$ cat config.mk
export PLATFORM = sky130hd
export DESIGN_NAME = pulse_shape_filt
export DESIGN_NICKNAME = d
export VERILOG_FILES = /design/src/rtl/pulse_shape_pkg.sv /design/src/rtl/pulse_shape_filt_coef.sv /design/src/rtl/pulse_shape_filt.sv
export SDC_FILE = /design/constraint.sdc
export NUM_CORES = 2
export LEC_CHECK = 0
export BUFFER_PORTS_ARGS = -buffer_cell sky130_fd_sc_hd__buf_2
export CAP_MARGIN = 20
export CORE_MARGIN = 10
export CORE_UTILIZATION = 59
export CTS_CLUSTER_DIAMETER = 150
export DETAILED_ROUTE_END_ITERATION = 12
export GPL_ROUTABILITY_DRIVEN = 0
export PLACE_DENSITY = 0.78
export SETUP_SLACK_MARGIN = 0.1
export SYNTH_ARGS = -nofsm -noshare
export SYNTH_HDL_FRONTEND = slang
export SYNTH_SLANG_ARGS = --single-unit
$ cat constraint.sdc
create_clock -name clk -period 10.9 [get_ports clk]
set_input_delay 0.545 -clock clk [delete_from_list [all_inputs] [get_ports clk]]
set_output_delay 0.545 -clock clk [all_outputs]
set_load 0.02 [all_outputs]
$ cat src/rtl/pulse_shape_pkg.sv
// Shared types, default coefficient tables and output rounding for pulse_shape_filt.
// Used by both build variants (PULSE_SHAPE_COEF_LOAD_EN defined or not).
package pulse_shape_pkg;

   localparam int unsigned DEF_W  = 18;
   localparam int unsigned DEF_CW = 18;
   localparam int unsigned COEF_W = 18;

   typedef logic signed [COEF_W-1:0] coef_t;

   // Half-filter taps, index 10 is the centre of the default 21-tap response
   localparam coef_t TX_COEF [32] = '{
      -18'sd1200, -18'sd2600, 18'sd1900, 18'sd6400, 18'sd3100, -18'sd9800,
      -18'sd14500, 18'sd8200, 18'sd36000, 18'sd62000, 18'sd75000,
      18'sd0, 18'sd0, 18'sd0, 18'sd0, 18'sd0, 18'sd0, 18'sd0, 18'sd0, 18'sd0, 18'sd0,
      18'sd0, 18'sd0, 18'sd0, 18'sd0, 18'sd0, 18'sd0, 18'sd0, 18'sd0, 18'sd0, 18'sd0, 18'sd0
   };

   localparam coef_t RCV_COEF [32] = '{
      18'sd800, -18'sd1500, -18'sd3300, 18'sd2700, 18'sd9100, 18'sd4200,
      -18'sd12600, -18'sd7000, 18'sd29000, 18'sd58000, 18'sd70000,
      18'sd0, 18'sd0, 18'sd0, 18'sd0, 18'sd0, 18'sd0, 18'sd0, 18'sd0, 18'sd0, 18'sd0,
      18'sd0, 18'sd0, 18'sd0, 18'sd0, 18'sd0, 18'sd0, 18'sd0, 18'sd0, 18'sd0, 18'sd0, 18'sd0
   };

   typedef enum logic [1:0] {IDLE, MAC, ROUND} state_e;

   // Round-half-up from Q(cw-1) products back to the sample scale, then clamp to w bits
   function automatic logic signed [63:0] round_sat(input logic signed [63:0] acc,
                                                    input int unsigned     w,
                                                    input int unsigned     cw);
      logic signed [63:0] r;
      logic signed [63:0] hi;
      logic signed [63:0] lo;
      r  = (acc + (64'sd1 <<< (cw - 2))) >>> (cw - 1);
      hi = (64'sd1 <<< (w - 1)) - 64'sd1;
      lo = -(64'sd1 <<< (w - 1));
      if (r > hi)      return hi;
      else if (r < lo) return lo;
      else             return r;
   endfunction

endpackage

$ cat src/rtl/pulse_shape_filt_coef.sv
// Coefficient store for pulse_shape_filt: constant ROM, or a loadable 2-set bank
// with per-pass snapshot when PULSE_SHAPE_COEF_LOAD_EN is defined.
module pulse_shape_coef
   import pulse_shape_pkg::*;
#(
   parameter int unsigned HALF = 11,
   parameter int unsigned CW   = DEF_CW
) (
`ifdef PULSE_SHAPE_COEF_LOAD_EN
   input  logic          clk_i,
   input  logic          rst_ni,
   input  logic          snap_i,
   input  logic          we_i,
   input  logic [5:0]    addr_i,
   input  logic [CW-1:0] data_i,
`endif
   input  logic          mode_q_i,
   input  logic [4:0]    k_i,
   output logic [CW-1:0] coef_o
);

`ifdef PULSE_SHAPE_COEF_LOAD_EN
   logic [1:0][31:0][CW-1:0] def_bank;
   logic [1:0][31:0][CW-1:0] bank_q;
   logic [1:0][31:0][CW-1:0] snap_q;

   for (genvar g = 0; g < 32; g++) begin : g_def
      assign def_bank[0][g] = (g < HALF) ? CW'(TX_COEF[g]) : '0;
      assign def_bank[1][g] = (g < HALF) ? CW'(RCV_COEF[g]) : '0;
   end

   // The MAC reads the snapshot so writes never disturb a pass in flight
   always_ff @(posedge clk_i) begin
      if (!rst_ni) begin
         bank_q <= def_bank;
         snap_q <= def_bank;
      end else begin
         if (we_i && (32'(addr_i[4:0]) < HALF)) begin
            bank_q[addr_i[5]][addr_i[4:0]] <= data_i;
         end
         if (snap_i) begin
            snap_q <= bank_q;
         end
      end
   end

   assign coef_o = snap_q[mode_q_i][k_i];
`else
   always_comb begin
      coef_o = '0;
      if (32'(k_i) < HALF) begin
         coef_o = mode_q_i ? CW'(RCV_COEF[k_i]) : CW'(TX_COEF[k_i]);
      end
   end
`endif

endmodule

$ cat src/rtl/pulse_shape_filt.sv
// Time-multiplexed symmetric FIR (TX shaping / RCV matched) with one shared multiplier.
// Optional coefficient write port: PULSE_SHAPE_COEF_LOAD_EN.
module pulse_shape_filt
   import pulse_shape_pkg::*;
#(
   parameter int unsigned TAPS = 21,
   parameter int unsigned OSR  = 16,
   parameter int unsigned W    = DEF_W,
   parameter int unsigned CW   = DEF_CW
) (
   input  logic          clk,
   input  logic          reset,
   input  logic          sam_en,
   input  logic [W-1:0]  x_in,
   input  logic          mode,
   output logic [W-1:0]  y,
   output logic          y_valid,
   output logic          busy,
   output logic          overrun
`ifdef PULSE_SHAPE_COEF_LOAD_EN
   ,
   input  logic          coef_we,
   input  logic [5:0]    coef_addr,
   input  logic [CW-1:0] coef_data
`endif
);

   localparam int unsigned HALF = (TAPS + 1) / 2;
   localparam int unsigned KW   = $clog2(TAPS);
   localparam int unsigned AW   = W + 1 + CW + $clog2(HALF);

   if ((TAPS % 2 == 0) || (TAPS < 3) || (TAPS > 63)) begin : g_bad_taps
      $error("pulse_shape_filt: TAPS must be odd and within 3..63");
   end
   if (OSR < HALF + 2) begin : g_bad_osr
      $error("pulse_shape_filt: OSR too small for one MAC pass per sample");
   end

   state_e                 state_q;
   logic [TAPS-1:0][W-1:0] x_q;
   logic [KW-1:0]          k_q;
   logic signed [AW-1:0]   acc_q;
   logic signed [AW-1:0]   acc_d;
   logic                   mode_q;
   logic [W-1:0]           y_q;
   logic [W-1:0]           y_d;
   logic                   y_valid_q;
   logic                   busy_q;
   logic                   overrun_q;

   logic                   accept;
   logic signed [W-1:0]    xa;
   logic signed [W-1:0]    xb;
   logic signed [W:0]      p;
   logic [CW-1:0]          coef;
   logic signed [W+CW:0]   prod;

   pulse_shape_coef #(.HALF(HALF), .CW(CW)) u_coef (
`ifdef PULSE_SHAPE_COEF_LOAD_EN
      .clk_i    (clk),
      .rst_ni   (reset),
      .snap_i   (accept),
      .we_i     (coef_we),
      .addr_i   (coef_addr),
      .data_i   (coef_data),
`endif
      .mode_q_i (mode_q),
      .k_i      (5'(k_q)),
      .coef_o   (coef)
   );

   // Fold mirrored taps before the multiply; the centre tap has no partner
   always_comb begin
      accept = sam_en && (state_q == IDLE);
      xa     = $signed(x_q[k_q]);
      xb     = $signed(x_q[KW'(TAPS - 1) - k_q]);
      if (k_q == KW'(HALF - 1)) p = {xa[W-1], xa};
      else                      p = {xa[W-1], xa} + {xb[W-1], xb};
      prod   = p * $signed(coef);
      acc_d  = acc_q + AW'(prod);
      y_d    = W'(round_sat(64'(acc_q), W, CW));
   end

   always_ff @(posedge clk) begin
      if (!reset) begin
         state_q   <= IDLE;
         x_q       <= '0;
         k_q       <= '0;
         acc_q     <= '0;
         mode_q    <= 1'b0;
         y_q       <= '0;
         y_valid_q <= 1'b0;
         busy_q    <= 1'b0;
         overrun_q <= 1'b0;
      end else begin
         y_valid_q <= 1'b0;
         if (sam_en && (state_q != IDLE)) overrun_q <= 1'b1;
         unique case (state_q)
            IDLE: begin
               if (sam_en) begin
                  x_q     <= {x_q[TAPS-2:0], x_in};
                  mode_q  <= mode;
                  acc_q   <= '0;
                  k_q     <= '0;
                  busy_q  <= 1'b1;
                  state_q <= MAC;
               end
            end
            MAC: begin
               acc_q <= acc_d;
               k_q   <= k_q + KW'(1);
               if (k_q == KW'(HALF - 1)) state_q <= ROUND;
            end
            ROUND: begin
               y_q       <= y_d;
               y_valid_q <= 1'b1;
               busy_q    <= 1'b0;
               state_q   <= IDLE;
            end
            default: state_q <= IDLE;
         endcase
      end
   end

   assign y       = y_q;
   assign y_valid = y_valid_q;
   assign busy    = busy_q;
   assign overrun = overrun_q;

endmodule

==> run_results.csv <==
group,metric,value,unit
logic_synthesis,synth.most_common_cell,"nand2_1",
job,maxCapViolCount,0,
setup_path,crit_path_end,"acc_q[38]$_SDFFE_PN0P_",
setup_path,reg2reg_to,"acc_q[38]$_SDFFE_PN0P_",
logic_synthesis,yosysTopAreaCell,"dfxtp_1",
route,drc,0,
global_routing,grt_use_met2,43.24,%
placement,portBuffers,42,
clocking,cts_max_path_buffers,3,
timing,finalSetupViolations,0,
global_routing,top_usage_layer,"met2",
logic_synthesis,synthArstFlopShare,0,%
clocking,cts_inserted_buffers,50,
global_routing,grt_pass1_wl,163400,microns
logic_synthesis,synth-seq-area-share,23.73,%
hold_path,hold_class,"in -> reg",
clocking,clk_pin_slew_worst_paths,70,ps
timing,slew_headroom,23.11,%
floorplanning,die_area,74280,sq um
setup_path,worstPathRequired,11370,ps
global_routing,use_met1,36.84,%
timing,clock.fmax,0.09566,GHz
status,status,"completed",
clocking,cts-root-buf,"clkbuf_16",
floorplanning,die_w,272.5,microns
logic_synthesis,synth_edf_count,0,
timing,rsz0062_at_grt,"true",
final_layout,drive_above_1_share,11.54,%
timing,skew,26.22,ps
placement,post-dp-hpwl,71830,microns
global_routing,antenna_found_initial,2,
clocking,cts_tree,"done",
logic_synthesis,synth_warnings,0,
route,drt_first_pass_iters,6,
final_layout,final_cells,5041,
floorplanning,num_rows,92,
placement,pre_cts_ws,262.4,ps
route,vias,30560,
final_layout,finalCoreUtilization,64.50,%
global_routing,overflow,0,
timing,min_period,10450,ps
floorplanning,die_height,272.5,microns
setup_path,worstSetupStartpointType,"register",
final_layout,syn2layout_area_growth,8.127,%
route,routed_wl,101300,microns
clocking,cts_sinks,446,
logic_synthesis,syn_area_per_cell,8.889,sq um
logic_synthesis,syn_area,37630,sq um
final_layout,fin_area,40680,sq um
timing,slew_violations,0,
logic_synthesis,syn_nets,4774,
route,wire_per_inst,20.10,microns
setup_path,worstPathArrival,10920,ps
global_routing,grt_max_degree,224,
route,vias_per_cell,6.062,
floorplanning,core_area,63080,sq um
floorplanning,start_util,59.65,%
final_layout,nets,4698,
logic_synthesis,synth_area_leaders,"dfxtp_1 (24%), fa_1 (18%), mux4_2 (11%), nand2_1 (10%), a21boi_0 (7.6%)",
logic_synthesis,synth_flop_cell,"dfxtp_1",
hold_path,min_from,"x_in[10]",
clocking,ctsHoldBuffers,0,
setup_path,critical_path.startpoint,"k_q[1]$_SDFFE_PN0P_",
route,ant_nets,0,
clocking,clock_latency,620,ps
timing,setup_ws,445.9,ps
pwr,power.density,231.0,nW/um^2
pwr,power.leakage,16.28,nW
pwr,vdd_drop_max,0.3868,mV
setup_path,critPathMaxFanout,7,
timing,tightest_slew,1153,ps
setup_path,reg2reg_from,"k_q[1]$_SDFFE_PN0P_",
setup_path,ff2ff_setup_slack,450,ps
setup_path,slowest_delay,580,ps
global_routing,grt.total_usage,27.04,%
clocking,h-tree-depth,2,
route,drt_iter0_markers,3554,
setup_path,critPathKind,"reg -> reg",
logic_synthesis,ys_top_cells_by_count,"nand2_1 (1037), dfxtp_1 (446), inv_1 (394), a21boi_0 (383), fa_1 (339)",
timing,setup_tns,0,ps
placement,placed_cells,4939,
timing,final_hold_viol_count,0,
setup_path,cp_common_cell,"fa_1",
setup_path,cp-end-kind,"register",
setup_path,r2r_cells,37,
global_routing,grt_pass1_vias,30390,
timing,min_period_over_period,95.91,%
floorplanning,ios,43,
logic_synthesis,synth_top_area_share,23.73,%
logic_synthesis,synth_cell_types,86,
logic_synthesis,syn_inst,4233,
logic_synthesis,synth-seq-cells,446,
placement,place_area,38670,sq um
setup_path,crit_path_top_delay_cell,"fa_1",
global_routing,use_met3,4.934,%
[how the worst min path moves through the flow]
| stage | cells after the start | to | slack, ps |
|---|---|---|---|
| 6_report | 3 | x_q[10]$_SDFFE_PN0P_ | 180 |
| 2_1_floorplan | 2 | acc_q[7]$_SDFFE_PN0P_ | 430 |
| 3_3_place_gp | 2 | acc_q[4]$_SDFFE_PN0P_ | 450 |
| 4_1_cts | 3 | x_q[10]$_SDFFE_PN0P_ | 160 |
| 3_5_place_dp | 2 | acc_q[4]$_SDFFE_PN0P_ | 450 |
| 5_1_grt | 3 | x_q[12]$_SDFFE_PN0P_ | 200 |
[layout by cell type (no fill, tap or decap), drive strengths merged, types with 6 or more instances in the layout]
master / count
a211oi: 9
a21boi: 386
a21o: 31
a21oi: 112
a22oi: 36
a31oi: 12
and2: 38
and3: 9
buf: 150
clkbuf: 71
clkinv: 14
dfxtp: 446
fa: 339
ha: 180
inv: 398
mux2: 11
mux2i: 36
mux4: 178
nand2: 1037
nand2b: 24
nand3: 39
nand4: 15
nor2: 221
nor2b: 26
nor3: 21
o211a: 16
o211ai: 6
o21a: 12
o21ai: 124
o21bai: 7
o22a: 15
o22ai: 16
o31ai: 11
or2: 8
xnor2: 48
xor2: 28
[sequential cells by signal, indices dropped and copies added (netlist names)]
register,cells
mode_q,1
x_q,378
acc_q,39
overrun,1
busy,1
y,18
k_q,5
state_q,2
y_valid,1
[power breakdown]
part | internal, mW | switching, mW | total, mW
logic | 2.51 | 3.41 | 5.92
clock network | 1.01 | 0.741 | 1.75
registers | 1.68 | 0.0529 | 1.73
total | 5.20 | 4.20 | 9.40
[critical path, delay by kind of cell (launching register included)]
family,cells,cell delay [ps]
simple gates,5,640
flops,1,410
xor+xnor,2,360
fa+ha+maj,10,4800
compound gates,13,2520
buf+inv,5,500
mux,2,1040
[through the flow]
stage | hold WS [ps] | power (mW)
global placement | 447.0 | 7.249
floorplan | 425.0 | 6.081
finish | 178.6 | 9.397
global route | 196.8 | 10.18
detailed placement | 449.1 | 7.392
CTS | 162.0 | 9.195
[cells by family after synthesis]
| kind of cell | share of synthesized area (%) |
|---|---|
| mux | 11.98 |
| flops | 23.73 |
| simple gates | 15.78 |
| buf+inv | 7.176 |
| compound gates | 15.54 |
| xor+xnor | 1.769 |
| fa+ha+maj | 24.02 |
[repair_timing]
action / CTS / global route
buffers inserted: 0 / 9
gates resized for setup: 0 / 31
endpoints found under the setup margin: 0 / 14
[routing by layer]
layer  part of all wire (%)  routed length (microns)  up-vias
met2                     46                    46500     1446
met1                     41                    41490    14890
met3                    9.6                     9729      290
met4                    3.5                     3590        0
met5                      0                        0        -
li1                       -                        -    13930
[area by class of cell]
cell class | instances | area (sq um)
clock inverter | 20 | 261.5
multi-input combinational | 3111 | 26230
tap | 846 | 1059
timing repair buffer | 152 | 1254
fill | 5136 | 22400
sequential | 446 | 8940
antenna | 1 | 2.502
clock buffer | 69 | 1454
inverter | 396 | 1486
(Power assumes the default switching activity.)
